`src/rtl/wb_pkg.sv`:
```
// Shared definitions for the write-back stage: load-size encodings and the
// buffered entry layout that is presented to the RegisterFile write port.
package wb_pkg;

    localparam logic [1:0] LS_WORD = 2'b00;
    localparam logic [1:0] LS_HALF = 2'b01;
    localparam logic [1:0] LS_BYTE = 2'b10;

    // Entry data width; writeback_stage is built with DATA_W equal to this.
    localparam int WB_DATA_W = 32;

    typedef struct packed {
        logic                 writeEnable;
        logic [4:0]           regAddr;
        logic [WB_DATA_W-1:0] data;
    } wbEntry_t;

endpackage

```
`src/rtl/writeback_stage_load_formatter.sv`:
```
// Little-endian load extraction: selects the addressed halfword/byte of an
// aligned memory word and sign- or zero-extends it to the full data width.
module load_formatter
    import wb_pkg::*;
#(
    parameter int DATA_W = 32
) (
    input  logic [DATA_W-1:0] memReadData,
    input  logic [1:0]        byteOffset,
    input  logic [1:0]        loadSize,
    input  logic              loadUnsigned,
    output logic [DATA_W-1:0] loadData
);

    logic [15:0] halfSel;
    logic [7:0]  byteSel;

    always_comb begin
        halfSel = byteOffset[1] ? memReadData[31:16] : memReadData[15:0];
        case (byteOffset)
            2'd0:    byteSel = memReadData[7:0];
            2'd1:    byteSel = memReadData[15:8];
            2'd2:    byteSel = memReadData[23:16];
            default: byteSel = memReadData[31:24];
        endcase

        // Encoding 11 is not a legal size and falls through to a full word.
        case (loadSize)
            LS_HALF: loadData = {{(DATA_W-16){halfSel[15] & ~loadUnsigned}}, halfSel};
            LS_BYTE: loadData = {{(DATA_W-8){byteSel[7] & ~loadUnsigned}}, byteSel};
            default: loadData = memReadData;
        endcase
    end

endmodule

```
`src/rtl/writeback_stage.sv`:
```
// Write-back stage: a DEPTH-entry FIFO of formatted results retiring one per
// cycle into the RegisterFile. Optional macro WB_FORWARD_EN adds Fwd* outputs.
module writeback_stage
    import wb_pkg::*;
#(
    parameter int DEPTH  = 2,
    parameter int DATA_W = WB_DATA_W
) (
    input  logic                       Clk,
    input  logic                       Reset_n,
    input  logic                       InValid,
    output logic                       InReady,
    input  logic                       RegWriteIn,
    input  logic                       MemToReg,
    input  logic [1:0]                 LoadSize,
    input  logic                       LoadUnsigned,
    input  logic [4:0]                 WriteRegisterIn,
    input  logic [DATA_W-1:0]          ALUResult,
    input  logic [DATA_W-1:0]          MemReadData,
    input  logic                       Hold,
    input  logic                       Flush,
    output logic                       RegWrite,
    output logic [4:0]                 WriteRegister,
    output logic [DATA_W-1:0]          WriteData,
`ifdef WB_FORWARD_EN
    output logic                       FwdValid,
    output logic [4:0]                 FwdRegister,
    output logic [DATA_W-1:0]          FwdData,
`endif
    output logic [$clog2(DEPTH+1)-1:0] Count
);

    localparam int PTR_W = $clog2(DEPTH);
    localparam int CNT_W = $clog2(DEPTH+1);

    wbEntry_t          entries [DEPTH];
    wbEntry_t          newEntry;
    wbEntry_t          headEntry;
    logic [PTR_W-1:0]  wrPtr;
    logic [PTR_W-1:0]  rdPtr;
    logic [CNT_W-1:0]  count;
    logic [DATA_W-1:0] loadData;
    logic              doPush;
    logic              doPop;

    load_formatter #(.DATA_W(DATA_W)) uFormatter (
        .memReadData (MemReadData),
        .byteOffset  (ALUResult[1:0]),
        .loadSize    (LoadSize),
        .loadUnsigned(LoadUnsigned),
        .loadData    (loadData)
    );

    // Register $0 is never written, so its entries carry a cleared write-enable.
    always_comb begin
        newEntry.writeEnable = RegWriteIn && (WriteRegisterIn != 5'd0);
        newEntry.regAddr     = WriteRegisterIn;
        newEntry.data        = MemToReg ? loadData : ALUResult;
    end

    // InValid/InReady: a result transfers on an edge where both are high and
    // Flush is low; InReady depends only on occupancy, never on InValid.
    assign InReady = (count < CNT_W'(DEPTH));
    assign doPush  = InValid && InReady && !Flush;
    assign doPop   = (count != '0) && !Hold && !Flush;

    assign headEntry     = entries[rdPtr];
    assign RegWrite      = (count != '0) && !Hold && headEntry.writeEnable;
    assign WriteRegister = headEntry.regAddr;
    assign WriteData     = headEntry.data;
    assign Count         = count;

    always_ff @(posedge Clk or negedge Reset_n) begin
        if (!Reset_n) begin
            count <= '0;
            wrPtr <= '0;
            rdPtr <= '0;
            for (int i = 0; i < DEPTH; i++) begin
                entries[i] <= '0;
            end
        end else if (Flush) begin
            count <= '0;
            wrPtr <= '0;
            rdPtr <= '0;
        end else begin
            if (doPush) begin
                entries[wrPtr] <= newEntry;
                wrPtr          <= wrPtr + 1'b1;
            end
            if (doPop) begin
                rdPtr <= rdPtr + 1'b1;
            end
            case ({doPush, doPop})
                2'b10:   count <= count + 1'b1;
                2'b01:   count <= count - 1'b1;
                default: count <= count;
            endcase
        end
    end

`ifdef WB_FORWARD_EN
    // Scan oldest to youngest so the youngest writing entry wins.
    always_comb begin
        logic [PTR_W-1:0] idx;
        idx         = '0;
        FwdValid    = 1'b0;
        FwdRegister = '0;
        FwdData     = '0;
        for (int i = 0; i < DEPTH; i++) begin
            idx = rdPtr + PTR_W'(i);
            if ((CNT_W'(i) < count) && entries[idx].writeEnable) begin
                FwdValid    = 1'b1;
                FwdRegister = entries[idx].regAddr;
                FwdData     = entries[idx].data;
            end
        end
    end
`endif

endmodule

```
`config.mk`:
```
export PLATFORM = sky130hd
export DESIGN_NAME = writeback_stage
export DESIGN_NICKNAME = d
export VERILOG_FILES = /design/src/rtl/wb_pkg.sv /design/src/rtl/writeback_stage_load_formatter.sv /design/src/rtl/writeback_stage.sv
export SDC_FILE = /design/constraint.sdc
export NUM_CORES = 1
export LEC_CHECK = 0
export CORE_UTILIZATION = 50
export CTS_BUF_LIST = sky130_fd_sc_hd__clkbuf_4
export DETAILED_ROUTE_END_ITERATION = 10
export GPL_ROUTABILITY_DRIVEN = 0
export PLACE_DENSITY_LB_ADDON = 0.3
export SLEW_MARGIN = 20
export SYNTH_ARGS = -nofsm -noshare
export SYNTH_HDL_FRONTEND = slang
export SYNTH_SLANG_ARGS = --single-unit
```
`constraint.sdc`:
```
create_clock -name Clk -period 2 [get_ports Clk]
set_input_delay 0.3 -clock Clk [delete_from_list [all_inputs] [get_ports Clk]]
set_output_delay 0.3 -clock Clk [all_outputs]
set_load 0.005 [all_outputs]
```
; After elaboration in Yosys (flattened, before gate mapping)
; Index checks and enable logic that the tools add are counted.
[totals]
inputBits = 79
elab_cells = 61
reg_bits = 80
output_inout_bits = 41
[op_classes]
bitwise = 6
n_reduce_logical = 16
mux = 16
add_sub_neg = 4
magnitude_cmp = 4
eq_ne = 6
[ops]
columns = op, count
row1 = $mux 38, 4
row2 = $bwmux 76, 1
row3 = $pmux 32 s2, 1
row4 = $demux 38 s1, 1
row5 = $mux 32, 1
row6 = $pmux 8 s3, 1
row7 = $mux 16, 1
row8 = $logic_and 1x1->1, 7
row9 = $eq 2x1->1 const B, 3
row10 = $eq 2x2->1 const B, 3
row11 = $reduce_bool 2->1, 3
row12 = $reduce_bool 5->1, 1
row13 = $ge 2x2->1 const B, 2
row14 = $mux 1, 4
row15 = $not 1->2, 2
row16 = $pmux 2 s2, 1
row17 = $reduce_bool 3->1, 1
row18 = $add 1x1->1 const B, 2
row19 = $add 2x1->2 const B, 1
row20 = $and 1x1->1, 2
row21 = $logic_not 1->1, 2
row22 = $logic_not 2->1, 1
row23 = $lt 2x1->1 const B, 1
row24 = $lt 2x2->1 const B, 1
row25 = other kinds (4), 5

; Logic depth before layout (Yosys ltp)
[logic_depth]
word_depth = 6
mapped_depth = 8

; Hierarchy
; From an unflattened synthesis, not the netlist that was laid out.
[hier_totals]
cells_unflattened = 450
area_unflattened_um2 = 4428.0
[modules_own_cells]
columns = module, cells_each, area_each_um2, instances
row1 = writeback_stage, 335, 3723.6, 1
row2 = load_formatter, 115, 704.4, 1

; Worst setup path before layout
; Ideal clock, no wire load.
[synth_timing]
path_type = input port to flip-flop
startpoint = in LoadSize[0]
endpoint = reg entries[62] (netlist name)
arrival_time_ns = 1.671
required_ns = 1.923
slack_ns = 0.252
setup_time_ns = 0.077
cell_stages = 8
cell_sequence = inv_1 ha_1 or2_2 buf_2 buf_2 a31oi_1 o31ai_4 o21ai_1
[synth_between]
elab_chain_cells = 4
word_cells_on_any_way = 5
classes_between = 2 x eq/ne / 3 x mux
[synth_lines]
columns = item, line_no
row1 = "start, declared", writeback_stage.sv:15  ; input logic [1:0] LoadSize,
row2 = $eq 2x2->1 / $eq 2x1->1 (equally long branches), writeback_stage_load_formatter.sv:28  ; case (loadSize)
row3 = $pmux 32 s2 *, writeback_stage_load_formatter.sv:28
row4 = $mux 32 *, writeback_stage.sv:58  ; newEntry.data = MemToReg ? loadData : ALUResult;
row5 = $bwmux 76 *, writeback_stage.sv:87  ; entries[wrPtr] <= newEntry;
row6 = "end signal, assigned by index", writeback_stage.sv:87
row7 = "end, declared", writeback_stage.sv:36  ; wbEntry_t entries [DEPTH];
; Mark *: on every way between the ends. The rest lies on a longest branch, timed or not.
; A chain may end at the register's enable or synchronous reset.

; Final worst setup path
[layout_timing]
startpoint = reg rdPtr
endpoint = out WriteData[9]
[layout_between]
elab_chain_cells = 4
[layout_lines]
columns = item, line_no
row1 = "start, declared", writeback_stage.sv:40  ; logic [PTR_W-1:0] rdPtr;
row2 = "start signal, assigned", writeback_stage.sv:91  ; rdPtr <= rdPtr + 1'b1;
row3 = $not 1->2 (not written as such), writeback_stage.sv:67  ; assign headEntry = entries[rdPtr];
row4 = $mux 38 (not written as such) (3 in a row), writeback_stage.sv:67
row5 = "end, declared", writeback_stage.sv:24  ; output logic [DATA_W-1:0] WriteData,
; Every way passes these cells. The select of a mux whose other input is x is not followed.

==> impl_metrics.env <==
export IMPL_yosysSeqAreaShare=0.4224
export IMPL_syn_nets=580
export IMPL_die_area_um2=9872
export IMPL_antennaDiodeCount=0
export IMPL_synth_area_um2=4740
export IMPL_clock_skew_ns=0.01334
export IMPL_grt_busiest_layer="met2"
export IMPL_fp_dieH_um=99.36
export IMPL_antenna_left=0
export IMPL_maxCapViolations=0
export IMPL_ys_ff_latch=80
export IMPL_boundaryPins=120
export IMPL_drt_drc_violations_left=1
export IMPL_area_growth_pct=36.93
export IMPL_crit_type="reg2out"
export IMPL_firstDrtPassIters=8
export IMPL_outcome="finished, violations left"
export IMPL_final_common_cell="nand2_1"
export IMPL_routed_via_density=5.917
export IMPL_worstMarginPinSlew_ns=0.4410
export IMPL_path_clk_slew_ns=0.15
export IMPL_violations="DRC, setup timing"
export IMPL_cpMaxStageDelayCell="dfrtp_2"
export IMPL_fin_nets=721
export IMPL_max_stage_delay_ns=0.47
export IMPL_arrival_ns=1.74
export IMPL_setup_ws_ns=-0.04227
export IMPL_start_util=0.5154
export IMPL_drt_iter0_drc=279
export IMPL_crit_chain="buf_12, buf_8, buf_12, mux2_4, buf_6"
export IMPL_drive_gt1_frac=0.2713
export IMPL_timing_final_crit_share=1.021
export IMPL_fin_tns_setup_ns=-0.2513
export IMPL_power_density_nw_per_um2=806.5
export IMPL_h_tree_depth=3
export IMPL_cts_made_buffers=9
export IMPL_layout_common_cells="nand2_1, dfrtp_1, clkdlybuf4s50_1"
export IMPL_synth_distinct_cells=53
export IMPL_rsz0062_at_grt="yes"
export IMPL_cp_required_ns=1.70
export IMPL_crit_top_cell="buf_12"
export IMPL_met3_usage=0.05130
export IMPL_crit_fanout=8
export IMPL_die_x_um=99.36
export IMPL_cts_tree="yes"
export IMPL_rows=35
export IMPL_crit_family="buffers and inverters"
export IMPL_hold_path_class="in2async"
export IMPL_drt_wl_total_mm=14.16
export IMPL_synth_enable_flop_cells=0
export IMPL_met2_usage=0.5091
export IMPL_wire_per_inst_um=18.72
export IMPL_grt_max_degree=65
export IMPL_syn_inst=499
export IMPL_finalSetupViolations=19
export IMPL_synth_ff_type="dfrtp_1"
export IMPL_finalHoldViolations=0
export IMPL_cts_sinks=80
export IMPL_antenna_found_initial=0
export IMPL_start_kind="register"
export IMPL_routed_via_count=4473
export IMPL_min_period_ns=2.042
export IMPL_slew_headroom=0.7060
export IMPL_core_um2=9196
export IMPL_leakage_nw=2.944
export IMPL_grt_pass1_vias=4395
export IMPL_fmax_mhz=489.7
export IMPL_async_reset_ff_frac=1.000
export IMPL_syn_area_per_cell_um2=9.498
export IMPL_vdd_drop_max_v=0.0004205
export IMPL_io_buffers=119
export IMPL_gr_total_overflow=0
export IMPL_clockBufferDepth=2
export IMPL_r2r_start="Count[1]"
export IMPL_grt_util_all_layers=0.3009
export IMPL_crit_start="rdPtr"
export IMPL_dpl_hpwl_mm=9.601
export IMPL_worst_path_buf_inv=4
export IMPL_worstSetupEndpointType="primary output"
export IMPL_cts_root_buf="clkbuf_4"
export IMPL_grt_pass1_wl_mm=22.80
export IMPL_grt_util_met1=0.3990
export IMPL_clk_latency_ns=0.45
export IMPL_slew_violations=0
export IMPL_synth_warnings=0
export IMPL_totalPowerFinal_mw=5.234
## flip-flops by register name, summed over array words and instances, names as in the netlist
name     cells
wrPtr        1
entries     76
Count        2
rdPtr        1
## stage by stage
step | setup slack, ns | utilization | std cells | hold slack (ns) | instance area (um^2)
finish | -0.04227 | 0.7057 | 756 | 0.2896 | 6490
global route | -0.08334 | 0.7057 | 756 | 0.2860 | 6490
CTS | -0.1365 | 0.7131 | 758 | 0.2716 | 6558
detailed placement | -0.3073 | 0.6792 | 729 | 0.2253 | 6246
global placement | -0.2683 | 0.6792 | 729 | 0.2230 | 6246
floorplan | 0.2524 | - | 499 | 0.004409 | 4740
## final cells by class
type	count	area [um^2]
Tap cell	111	138.9
Clock buffer	9	67.56
Timing Repair Buffer	170	1607
Sequential cell	80	2003
Clock inverter	7	102.6
Inverter	13	48.80
Multi-Input combinational cell	366	2522
Fill cell	691	2706
## path summary, 6_finish.rpt
path / end / slack, ns / cells past startpoint
worst min register to register: entries[8] / 0.50 / 2
min in group Clk: entries[15] / 0.45 / 3
worst max-delay path: WriteData[9] / -0.04 / 5
worst max register to register: entries[3] / 0.26 / 4
worst min-delay path: Count[0] / 0.29 / 2
max in group asynchronous: entries[43] / 1.09 / 3
## cell usage after synthesis, types with 3 or more instances
library cell / n / area [um^2]
o31ai_4: 3 / 63.81
dfrtp_1: 80 / 2002
nand2_1: 97 / 364.1
nor2_1: 37 / 138.9
o31ai_1: 14 / 105.1
a22o_1: 18 / 157.7
mux2_2: 49 / 551.8
a31oi_1: 14 / 87.58
buf_6: 3 / 33.78
o2111ai_1: 6 / 52.55
o22a_1: 6 / 52.55
a21oi_1: 4 / 20.02
o21ai_1: 22 / 110.1
mux2i_1: 5 / 50.05
buf_2: 13 / 65.06
o31ai_2: 7 / 87.58
clkbuf_1: 21 / 78.83
o21ai_0: 36 / 180.2
mux2_4: 4 / 60.06
inv_1: 13 / 48.80
nor2b_1: 5 / 31.28
nand2b_1: 5 / 31.28
## repair_timing
action / in CTS / in global routing
hold buffers: 1 / 0
endpoints found under the setup margin: 38 / 35
buffers inserted: 9 / 1
hold endpoints to repair: 24 / 0
cloned: 3 / 0
resized for setup: 142 / 10
## cell families (layout without fill, tap and decap cells)
group                    count (synthesis)  after routing  share of synthesized area
multiplexers                            60             60                     0.1455
XOR/XNOR                                 3              3                   0.005545
buffers and inverters                   53            199                    0.05359
AND/OR/NAND/NOR                        158            158                     0.1431
AO/OA/AOI/OAI                          143            143                     0.2247
adder cells (fa/ha/maj)                  2              2                   0.005279
flip-flops                              80             80                     0.4224
## where the power goes
part           leakage (nW)  internal, mW  switching, mW  total, mW
clock network        0.0871         0.520          0.663       1.18
registers              1.01          2.03          0.234       2.27
logic                  1.85         0.998          0.787       1.79
total                  2.94          3.55           1.68       5.23
## per-layer routing
metal	part of all wire	vias up
met5	0	-
met4	0.028	0
met3	0.082	27
met2	0.49	209
met1	0.40	2176
li1	-	2061
(Power assumes the default switching activity.)
